**src/rtl/pipe_cla_adder.sv**
```systemverilog
// pipe_cla_adder: pipelined carry-lookahead add/subtract unit.
// The operand word is split into STAGES slices. Stage k adds slice k with a
// BLOCK-bit grouped lookahead and registers the slice carry into stage k+1.
// Operands travel with the beat (skew) and finished result slices travel
// with it too (deskew), so the last stage register holds the complete result.
// Optional build macro PIPE_CLA_SAT_EN: clamp sum to the signed limit on
// overflow (applied in the final stage, latency unchanged).
module pipe_cla_adder #(
  parameter int WIDTH  = 32,
  parameter int STAGES = 2,
  parameter int BLOCK  = 4
) (
  input  logic             clk,
  input  logic             reset,
  input  logic             in_valid,
  output logic             in_ready,
  input  logic [WIDTH-1:0] a,
  input  logic [WIDTH-1:0] b,
  input  logic             cin,
  input  logic             sub,
  output logic             out_valid,
  input  logic             out_ready,
  output logic [WIDTH-1:0] sum,
  output logic             cout,
  output logic             ovf
);

  localparam int SL = WIDTH / STAGES;
  localparam int NB = SL / BLOCK;

  // Slice adder. Every carry is written as an explicit sum of products of
  // generate/propagate terms (group level first, then bit level inside each
  // group), so no carry depends on a previously computed carry of its level.
  function automatic logic [SL:0] cla_add(input logic [SL-1:0] x,
                                          input logic [SL-1:0] y,
                                          input logic          ci);
    logic [SL-1:0] p;
    logic [SL-1:0] g;
    logic [SL-1:0] c;
    logic [NB-1:0] gg;
    logic [NB-1:0] gp;
    logic [NB:0]   bc;
    logic          term;
    p = x ^ y;
    g = x & y;
    c = '0;
    for (int j = 0; j < NB; j++) begin
      gg[j] = 1'b0;
      gp[j] = 1'b1;
      for (int i = 0; i < BLOCK; i++) begin
        term = g[j*BLOCK+i];
        for (int n = i + 1; n < BLOCK; n++) term = term & p[j*BLOCK+n];
        gg[j] = gg[j] | term;
        gp[j] = gp[j] & p[j*BLOCK+i];
      end
    end
    for (int j = 0; j <= NB; j++) begin
      bc[j] = 1'b0;
      for (int m = 0; m <= j; m++) begin
        term = (m == 0) ? ci : gg[(m == 0) ? 0 : m-1];
        for (int n = m; n < j; n++) term = term & gp[n];
        bc[j] = bc[j] | term;
      end
    end
    for (int j = 0; j < NB; j++) begin
      for (int i = 0; i < BLOCK; i++) begin
        c[j*BLOCK+i] = 1'b0;
        for (int m = 0; m <= i; m++) begin
          term = (m == 0) ? bc[j] : g[j*BLOCK + ((m == 0) ? 0 : m-1)];
          for (int n = m; n < i; n++) term = term & p[j*BLOCK+n];
          c[j*BLOCK+i] = c[j*BLOCK+i] | term;
        end
      end
    end
    return {bc[NB], p ^ c};
  endfunction

  logic [STAGES-1:0] v_q;
  logic [STAGES-1:0] c_q;
  logic [WIDTH-1:0]  a_q  [STAGES];
  logic [WIDTH-1:0]  bb_q [STAGES];
  logic [WIDTH-1:0]  s_q  [STAGES];
  logic              ovf_q;

  logic [STAGES-1:0] src_v;
  logic [STAGES-1:0] src_c;
  logic [WIDTH-1:0]  src_a  [STAGES];
  logic [WIDTH-1:0]  src_bb [STAGES];
  logic [WIDTH-1:0]  src_s  [STAGES];
  logic [WIDTH-1:0]  sum_d  [STAGES];
  logic [STAGES-1:0] c_d;
  logic              ovf_d;
  logic [SL:0]       res;
  logic [STAGES:0]   load;

  // Stage k loads when empty or when its beat moves on; out_ready feeds the top.
  always_comb begin
    load = '0;
    load[STAGES] = out_ready;
    for (int k = STAGES - 1; k >= 0; k--) begin
      load[k] = ~v_q[k] | load[k+1];
    end
  end

  assign in_ready = load[0];

  // Per-stage datapath: each stage adds its own slice of the beat it receives.
  always_comb begin
    src_v = '0;
    src_c = '0;
    c_d   = '0;
    res   = '0;
    for (int k = 0; k < STAGES; k++) begin
      src_a[k]  = '0;
      src_bb[k] = '0;
      src_s[k]  = '0;
      sum_d[k]  = '0;
    end
    src_v[0]  = in_valid;
    src_a[0]  = a;
    src_bb[0] = sub ? ~b : b;
    src_c[0]  = sub | cin;
    for (int k = 1; k < STAGES; k++) begin
      src_v[k]  = v_q[k-1];
      src_a[k]  = a_q[k-1];
      src_bb[k] = bb_q[k-1];
      src_s[k]  = s_q[k-1];
      src_c[k]  = c_q[k-1];
    end
    for (int k = 0; k < STAGES; k++) begin
      res = cla_add(src_a[k][k*SL +: SL], src_bb[k][k*SL +: SL], src_c[k]);
      sum_d[k] = src_s[k];
      sum_d[k][k*SL +: SL] = res[SL-1:0];
      c_d[k] = res[SL];
    end
    ovf_d = (src_a[STAGES-1][WIDTH-1] == src_bb[STAGES-1][WIDTH-1]) &&
            (sum_d[STAGES-1][WIDTH-1] != src_a[STAGES-1][WIDTH-1]);
`ifdef PIPE_CLA_SAT_EN
    if (ovf_d) begin
      sum_d[STAGES-1] = src_a[STAGES-1][WIDTH-1] ? {1'b1, {(WIDTH-1){1'b0}}}
                                                 : {1'b0, {(WIDTH-1){1'b1}}};
    end
`endif
  end

  // Stage registers; data only moves with a valid beat so a stalled output holds.
  always_ff @(posedge clk or posedge reset) begin
    if (reset) begin
      v_q   <= '0;
      c_q   <= '0;
      ovf_q <= 1'b0;
      for (int k = 0; k < STAGES; k++) begin
        a_q[k]  <= '0;
        bb_q[k] <= '0;
        s_q[k]  <= '0;
      end
    end else begin
      for (int k = 0; k < STAGES; k++) begin
        if (load[k]) begin
          v_q[k] <= src_v[k];
          if (src_v[k]) begin
            a_q[k]  <= src_a[k];
            bb_q[k] <= src_bb[k];
            s_q[k]  <= sum_d[k];
            c_q[k]  <= c_d[k];
          end
        end
      end
      if (load[STAGES-1] && src_v[STAGES-1]) begin
        ovf_q <= ovf_d;
      end
    end
  end

  assign out_valid = v_q[STAGES-1];
  assign sum       = s_q[STAGES-1];
  assign cout      = c_q[STAGES-1];
  assign ovf       = ovf_q;

endmodule

```
**config.mk**
```make
export PLATFORM = sky130hd
export DESIGN_NAME = pipe_cla_adder
export DESIGN_NICKNAME = d
export VERILOG_FILES = /design/src/rtl/pipe_cla_adder.sv
export SDC_FILE = /design/constraint.sdc
export NUM_CORES = 1
export LEC_CHECK = 0
export BUFFER_PORTS_ARGS = -buffer_cell sky130_fd_sc_hd__buf_2
export CORE_ASPECT_RATIO = 0.9
export CORE_MARGIN = 3
export CORE_UTILIZATION = 55
export DETAILED_ROUTE_END_ITERATION = 8
export PLACE_DENSITY = 0.85
export SYNTH_ARGS = -nofsm -noshare
export SYNTH_HDL_FRONTEND = slang
export SYNTH_SLANG_ARGS = --single-unit
```
**constraint.sdc**
```tcl
create_clock -name clk -period 2.7 [get_ports clk]
set_input_delay 0.27 -clock clk [delete_from_list [all_inputs] [get_ports clk]]
set_output_delay 0.27 -clock clk [all_outputs]
set_load 0.1 [all_outputs]
```
==> metrics.yaml, run 1 <==
setup_viol: 0
die_w_um: 106
wire_per_inst_um: 14.8
synth_flop_cell: "dfrtp_1"
slew_headroom_pct: 47.2
slowest_stage: "dfrtp_1"
hold_buffers: 0
overflow: 0
dieArea_sq_um: 10200
syn_to_final_growth_pct: 16.6
multi_input_area_sq_um: 2550
top_layer: "met4"
synth_cell_type_count: 34
htree_levels: 3
synthArstFlopShare_pct: 100
fin_crit_ps: 2600
grt_pass1_vias: 3754
synth-seq-cells: 85
final_util_pct: 66.8
dr_wl_met2_mm: 5.02
worst_setup_path_start_kind: "flop"
numCtsBuffers: 9
cts_root_buf: "clkbuf_8"
ir_drop_mv: 0.748
track_usage_pct: 20.1
wl_met1_mm: 4.15
fmax_mhz: 385
fin_area_sq_um: 5800
fp-row-count: 32
ff_latch_area_sq_um: 2130
place.gp.congestion: 0.829
nFillCells: 676
syn_area_sq_um: 4980
synth_edf_count: 0
ant_nets: 0
drc_errors: 0
grt_max_degree: 48
cts_tree: "built"
crit_chain: "ha_4, a21oi_1, o21ai_2, or3_1, a21oi_2, nor2_1, ha_1, o21ai_1, nand2b_1, a21oi_2, xor2_1, o31ai_1"
fin_hold_ws_ps: -4.05
p_leak_nw: 2.86
finalHoldViolCount: 3
failed_checks: "negative hold slack"
endpoint_kind: "flop"
stdcell_count: 681
slowest_delay_ps: 430
final_nets: 674
drv_cap: 0
coreArea_sq_um: 8690
initial_utilization_pct: 57.3
path_class: "reg2reg"
power_density_nw_per_um2: 1010
dp.cells: 662
ioPinCount: 106
crit_required_ps: 2920
worstSkewPairLatency_ps: 350
worst_slew_pin_slew_ps: 789
dr_wl_met3_um: 682
grt_pass1_wl_mm: 16.4
crit_path_frequent_cell: "a21oi_2"
synth_nets: 583
io_buffer_count: 105
worstPathArrival_ps: 2820
finClkSkew_ps: 13.7
clk_pin_slew_ps: 90
drtIter0Drc: 91
fin_crit_sh_pct: 96.2
slew_viol_final: 0
antenna_found_initial: 1
netlist_instances: 465
placed_cell_area_sq_um: 5550
crit_family: "compound AO/OA/AOI/OAI gates"
status: "complete, but fails checks"
dp_hpwl_mm: 7.78
crit_fanout: 3
dieHeight_um: 96.3
vias: 3523
vias_per_cell: 5.17
place_ws_ps: -167
drt_first_pass_iters: 5
min_path_type: "in2async"
clk_path_buf_depth: 2
cts_sinks: 85
path_buf_inv: 0
fin_ws_ps: 104
ys.warnings.count: 0
ys_seq_area_share_pct: 42.7
final_layout_size_suffix_gt1_share_pct: 29.1
avgSynthCellArea_sq_um: 10.7
wl_mm: 10.1
## metrics by stage
| step | setup TNS (ps) | power [mW] | hold slack, ps |
|---|---|---|---|
| after floorplan | -118 | 4.78 | 378 |
| after global placement | 0 | 4.98 | 375 |
| after detailed placement | -335 | 5.07 | 387 |
| after CTS | 0 | 5.85 | 9.84 |
| after global routing | -105 | 6.20 | 41.4 |
| final | 0 | 5.88 | -4.05 |
## synth_stat cells, drive strengths merged (4+ instances only)
master	n	area share, %
a21o	9	1.4
a21oi	18	1.8
buf	42	6.0
clkbuf	7	0.53
dfrtp	85	43
fa	8	3.2
ha	40	10
inv	17	1.3
mux2	35	7.9
nand2	52	3.9
nand2b	11	1.4
nor2	4	0.30
o21ai	55	5.5
xnor2	27	4.8
xor2	30	5.3
## kinds of logic after synthesis
| kind of cell | count (synthesis) | share of synthesized area (%) |
|---|---|---|
| buffers and inverters | 66 | 7.77 |
| flip-flops | 85 | 42.7 |
| adder cells (fa/ha/maj) | 48 | 13.3 |
| AO/OA/AOI/OAI | 94 | 11.0 |
| XOR/XNOR | 57 | 10.0 |
| AND/OR/NAND/NOR | 80 | 7.29 |
| multiplexers | 35 | 7.92 |
## path summary, 6_finish.rpt
path                                startpoint                  end  slack (ps)  cells past startpoint
hold / removal                           reset   sum[2]$_DFFE_PP0P_          -4                      2
setup / recovery           a_q[59]$_DFFE_PP0P_      ovf$_DFFE_PP0P_         100                     12
setup reg to reg           a_q[59]$_DFFE_PP0P_      ovf$_DFFE_PP0P_         100                     12
hold reg to reg                ovf$_DFFE_PP0P_      ovf$_DFFE_PP0P_         480                      2
min in group clk                         a[25]  a_q[57]$_DFFE_PP0P_         130                      2
max in group asynchronous                reset   v_q[1]$_DFFE_PP0P_        2020                      3
## layout make-up
type	count	share of cell area, %
clock inverters	4	0.431
diodes	1	0.0431
flip-flops and latches	85	36.7
well taps	119	2.57
clock buffers	12	2.33
multi-input cells	314	44.0
repair buffers	129	12.8
inverters	17	1.12
## per-layer routing
metal	vias to the layer above	GRT usage (%)
li1	1727	-
met1	1669	22.9
met2	103	35.9
met3	24	5.70
met4	0	8.09
met5	-	0
## cell usage in the layout (no fill, tap or decap), drive strengths merged, types with 9 or more instances in the layout
cell / instances
buf: 128
dfrtp: 85
o21ai: 55
nand2: 52
ha: 40
mux2: 35
xor2: 30
xnor2: 27
a21oi: 18
inv: 16
clkbuf: 13
nand2b: 11
a21o: 9
## report_power, final
group	total, mW	switching (mW)	internal (mW)
clock network	0.766	0.433	0.333
logic	3.26	2.46	0.796
registers	1.86	0.214	1.64
## sequential cells by signal, summed over array words and instances (netlist names)
signal / cells
s_q: 16
a_q: 16
ovf: 1
bb_q: 16
sum: 32
v_q: 2
c_q: 2
## repair_timing
| action | 4_1_cts | 5_1_grt |
|---|---|---|
| setup endpoints to repair | 2 | 4 |
| gates resized for setup | 2 | 9 |
| pin swaps | 0 | 4 |
| setup buffers | 0 | 2 |
No activity file was read; power rests on OpenSTA's default activity.
==> run 2, diff against run 1 <==
- PLACE_DENSITY: 0.85 -> default
- PLACE_DENSITY_LB_ADDON: default -> 0.15
==> metrics.yaml, run 2 (synthesis gave the netlist of run 1 again) <==
nFillCells: 715  # +5.8%
p_leak_nw: 2.88  # +0.84%
crit_chain: "ha_1, nand3_1, nand2_1, or3_1, a21oi_2, nor2_1, ha_1, o21ai_1, nand2b_1, a21oi_2, xor2_1, o21ai_1"
switching_share_pct: 50.6  # -2.2 points
fin_crit_sh_pct: 93.9  # -2.3 points
vias: 3427  # -2.7%
path_class: "reg2reg"
fin_hold_ws_ps: -9.61  # -5.56 ps
failed_checks: "negative hold slack"
coreArea_sq_um: 8690  # unchanged
final_layout_size_suffix_gt1_share_pct: 28.7  # -0.31 points
syn_to_final_growth_pct: 17.2
drt_first_pass_iters: 4  # -1
crit_start: "a_q[53]$_DFFE_PP0P_"
ioPinCount: 106  # unchanged
fp-row-count: 32  # unchanged
place.gp.congestion: 0.853  # +2.8%
reg2reg_to: "sum[31]$_DFFE_PP0P_"
cts_root_buf: "clkbuf_8"
fin_area_sq_um: 5830  # +0.50%
p_comb_share_pct: 53.3  # -2.1 points
diodes: 0  # -1
ir_drop_mv: 0.767  # +2.6%
slew_headroom_pct: 59.6  # +12 points
htree_levels: 3  # unchanged
slowest_stage: "dfrtp_1"
ant_nets: 0  # unchanged
hold_buffers: 0  # unchanged
finalSetupTns_ps: 0  # unchanged
vias_per_cell: 5.05  # -2.4%
fmax_mhz: 394  # +2.4%
overflow: 0  # unchanged
placed_cell_area_sq_um: 5540  # -0.14%
setup_viol: 0  # unchanged
cp.depth: 12  # unchanged
largest_reg_flops: 32  # unchanged
dieHeight_um: 96.3  # unchanged
wl_mm: 9.19  # -8.6%
min_path_type: "in2async"
status: "complete, but fails checks"
critPathCapture: "sum[31]$_DFFE_PP0P_"
clk_pin_slew_ps: 80  # about the same
grt_pass1_vias: 3307  # -12%
drc_errors: 0  # unchanged
cts_sinks: 85  # unchanged
track_usage_pct: 18.5  # -1.6 points
seqPwrFrac_pct: 30.8  # -0.8 points
clk_path_buf_depth: 2  # unchanged
die_w_um: 106  # unchanged
io_buffer_count: 105  # unchanged
worst_setup_path_start_kind: "flop"
finalHoldViolCount: 3  # unchanged
crit_fanout: 4  # +1
cts_tree: "built"
crit_required_ps: 2910  # about the same
finalPower_mw: 6.02  # +2.4%
dp_hpwl_mm: 7.23  # -7.0%
endpoint_kind: "flop"
wire_per_inst_um: 13.5  # -8.3%
worstRegToRegCells: 12  # unchanged
final_cell_mix: "buf_2, dfrtp_1, o21ai_1, nand2_1, ha_1"
r2r-start: "a_q[53]$_DFFE_PP0P_"
slew_viol_final: 0  # unchanged
slowest_delay_ps: 380  # -50 ps
antenna_found_initial: 0  # -1
drtIter0Drc: 98  # +7.7%
worstSkewPairLatency_ps: 340  # about the same
clkPwrFrac_pct: 16.0  # +3.0 points
grt_max_degree: 86  # +79%
final_common_cell: "buf_2"
power_density_nw_per_um2: 1030  # +1.9%
drv_cap: 0  # unchanged
path_buf_inv: 0  # unchanged
worstPathArrival_ps: 2750  # -70 ps
internal-power_mw: 2.97  # +7.3%
finClkSkew_ps: 7.45  # -6.25 ps
numCtsBuffers: 9  # unchanged
reg2reg_slack_ps: 160  # +60 ps
initial_utilization_pct: 57.3  # unchanged
net-switching-power_mw: 3.05  # -1.9%
grt_pass1_wl_mm: 15.0  # -8.6%
dieArea_sq_um: 10200  # unchanged
worst_slew_pin_slew_ps: 604  # -185 ps
final_nets: 673  # -0.15%
crit_family: "simple AND/OR/NAND/NOR gates"
fin_crit_ps: 2540  # -61.4 ps
[run 2: power groups by stage]
stage                     Combinational, mW  Sequential (mW)  Clock [mW]
after global placement                 3.13             1.85           0
after detailed placement               3.17             1.87           0
after CTS                              3.18             1.85       0.994
final                                  3.21             1.85       0.961
after global routing                   3.42             1.91        1.04
after floorplan                        2.88             1.90           0
[run 2: per-layer routing]
metal	GRT usage (%)	wire length, um
met1	22.1	3920
met3	4.90	500
met2	33.0	4710
met4	5.61	60
met5	0	0
[run 2: worst reg2reg max path: stages (launching register included)]
cell and delay, ps:
dfrtp_1 380, ha_1 350, nand3_1 100, nand2_1 60
or3_1 360, a21oi_2 140, nor2_1 90, ha_1 190
o21ai_1 130, nand2b_1 110, a21oi_2 200, xor2_1 200
o21ai_1 70
[run 2: cell type report]
class / instances / area [sq um] / area share (%)
timing repair buffer: 128 / 736 / 12.6
clock inverter: 4 / 72.6 / 1.24
multi-input combinational: 314 / 2540 / 43.5
sequential: 85 / 2130 / 36.5
inverter: 17 / 65.1 / 1.12
tap: 119 / 149 / 2.55
clock buffer: 12 / 145 / 2.49
[run 2: metrics by stage]
step                      setup WS [ps]  cells  utilization, %
after floorplan                   -38.2    465               -
after global placement             16.2    661            63.8
after detailed placement           -103    661            63.8
after CTS                          19.2    677            66.3
after global routing              -54.1    679            67.1
final                               165    679            67.1
[run 2: what timing repair did]
item / in CTS / in global routing
resized for setup: 1 / 7
buffers inserted: 0 / 2
pin swaps: 0 / 5
setup endpoints to repair: 2 / 3
[run 2: how the worst min path moves through the flow]
stage | startpoint | to | slack [ps] | depth (start not counted)
6_report | reset | s_q[33]$_DFFE_PP0P_ | -10 | 3
5_1_grt | reset | sum[0]$_DFFE_PP0P_ | 30 | 3
4_1_cts | reset | s_q[33]$_DFFE_PP0P_ | 20 | 3
3_5_place_dp | reset | s_q[33]$_DFFE_PP0P_ | 400 | 3
3_3_place_gp | reset | sum[1]$_DFFE_PP0P_ | 390 | 3
2_1_floorplan | in_valid | v_q[0]$_DFFE_PP0N_ | 380 | 1
==> run 3, diff against run 2 <==
- SETUP_SLACK_MARGIN: default -> 0.5
==> metrics.yaml, run 3 (synthesis gave the netlist of run 1 again) <==
status: "completed"
power_density_nw_per_um2: 1020  # -1.3%
coreArea_sq_um: 8690  # unchanged
die_w_um: 106  # unchanged
numCtsBuffers: 9  # unchanged
clk_pin_slew_ps: 90  # about the same
nFillCells: 657  # -8.1%
final_layout_size_suffix_gt1_share_pct: 36.0  # +7.3 points
worstPathArrival_ps: 2640  # -110 ps
place.gp.congestion: 0.821  # -3.8%
dieHeight_um: 96.3  # unchanged
final_nets: 685  # +1.8%
crit_required_ps: 2910  # about the same
internal-power_mw: 3.12  # +5.0%
net-switching-power_mw: 3.15  # +3.3%
fin_crit_sh_pct: 90.0  # -3.9 points
finalSetupTns_ps: 0  # unchanged
ff_latch_area_sq_um: 2130  # unchanged
fin_ws_ps: 269  # +104 ps
worst_setup_path_start_kind: "flop"
initial_utilization_pct: 57.3  # unchanged
overflow: 0  # unchanged
grt_max_degree: 86  # unchanged
track_usage_pct: 19.3  # +0.84 points
rsz0062_at_grt: "true"
syn_to_final_growth_pct: 23.6
worstSkewPairLatency_ps: 340  # about the same
finalHoldViolCount: 0  # -3
path_class: "reg2reg"
finClkSkew_ps: 13.4  # +5.93 ps
slew_viol_final: 0  # unchanged
setup_viol: 0  # unchanged
stdcell_count: 691  # +1.8%
ant_nets: 0  # unchanged
fp-row-count: 32  # unchanged
wire_per_inst_um: 13.9  # +2.5%
fin_hold_ws_ps: 8.20  # +17.8 ps
grt_pass1_vias: 3483  # +5.3%
place_ws_ps: -187  # -84.4 ps
drv_cap: 0  # unchanged
grt_pass1_wl_mm: 15.8  # +5.9%
drc_errors: 0  # unchanged
ir_drop_mv: 0.529  # -31%
clk_path_buf_depth: 2  # unchanged
final_common_cell: "buf_2"
drtIter0Drc: 94  # -4.1%
switching_share_pct: 50.2  # -0.41 points
finalPower_mw: 6.27  # +4.2%
dr_wl_met3_um: 488  # -2.4%
p_leak_nw: 2.98  # +3.5%
min_path_type: "in2async"
cts_tree: "built"
worst_slew_pin_slew_ps: 686  # +82.8 ps
diodes: 0  # unchanged
cts_root_buf: "clkbuf_8"
drt_first_pass_iters: 4  # unchanged
vias: 3500  # +2.1%
p_comb_share_pct: 53.9  # +0.6 points
dieArea_sq_um: 10200  # unchanged
slew_headroom_pct: 54.2  # -5.4 points
htree_levels: 3  # unchanged
endpoint_kind: "flop"
dp_hpwl_mm: 6.99  # -3.4%
final_cell_mix: "buf_2, dfrtp_1, o21ai_1, nand2_1, mux2_1"
crit_fanout: 3  # -1
dr_wl_met2_mm: 4.84  # +2.8%
multi_input_area_sq_um: 2710  # +6.9%
io_buffer_count: 105  # unchanged
clkPwrFrac_pct: 16.4  # +0.4 points
antenna_found_initial: 0  # unchanged
ioPinCount: 106  # unchanged
cts_sinks: 85  # unchanged
fmax_mhz: 411  # +4.3%
fin_crit_ps: 2430  # -104 ps
top_layer: "met4"
dp.cells: 658  # -0.45%
vias_per_cell: 5.07  # +0.36%
largest_reg_flops: 32  # unchanged
wl_met1_mm: 4.08  # +4.1%
wl_mm: 9.59  # +4.3%
seqPwrFrac_pct: 29.7  # -1.1 points
## run 3: what timing repair did
item,in CTS,in global routing
resized for setup,15,21
hold buffers,0,0
setup endpoints to repair,18,20
pin swaps,24,27
setup buffers,8,9
## run 3: worst paths after layout
| check | slack (ps) | end | from | depth (start not counted) |
|---|---|---|---|---|
| max | 270 | ovf$_DFFE_PP0P_ | bb_q[59]$_DFFE_PP0P_ | 12 |
| min | 8 | a_q[49]$_DFFE_PP0P_ | reset | 3 |
| max reg2reg | 270 | ovf$_DFFE_PP0P_ | bb_q[59]$_DFFE_PP0P_ | 12 |
| min reg2reg | 480 | sum[31]$_DFFE_PP0P_ | sum[31]$_DFFE_PP0P_ | 2 |
| max in group asynchronous | 2300 | sum[4]$_DFFE_PP0P_ | reset | 3 |
| min in group clk | 130 | a_q[59]$_DFFE_PP0P_ | a[27] | 2 |
## run 3: per-stage QoR
step,util (%),cell area (sq um)
floorplan,-,5150
global placement,64.5,5610
detailed placement,64.5,5610
CTS,69.1,6000
global route,70.8,6150
finish,70.8,6150
## run 3: cell type report
cell class	instances	area share, %
sequential	85	34.6
clock buffer	11	2.46
multi-input combinational	314	44.1
timing repair buffer	140	14.0
inverter	17	1.14
tap	119	2.42
clock inverter	5	1.34
## run 3: critical path, cell delays in order (launching register included)
cell and delay (ps):
dfrtp_1 420, ha_4 260, a21oi_2 140, o21ai_1 90
or3_1 330, a21oi_2 150, nor2_2 70, ha_2 170
o21ai_1 120, nand2b_1 100, a21oi_2 180, xor2_1 170
o31ai_1 80
## run 3: per-layer routing
| metal | GRT usage (%) | vias to the layer above |
|---|---|---|
| met5 | 0 | - |
| met4 | 6.58 | 0 |
| met3 | 3.76 | 18 |
| met2 | 34.3 | 85 |
| met1 | 23.8 | 1647 |
| li1 | - | 1750 |
## run 3: power groups by stage
stage	combinational, mW	sequential [mW]	clock (mW)
5_1_grt	3.60	1.92	1.10
2_1_floorplan	2.93	1.91	0
3_5_place_dp	3.20	1.89	0
3_3_place_gp	3.16	1.87	0
6_report	3.38	1.87	1.03
4_1_cts	3.30	1.87	1.05
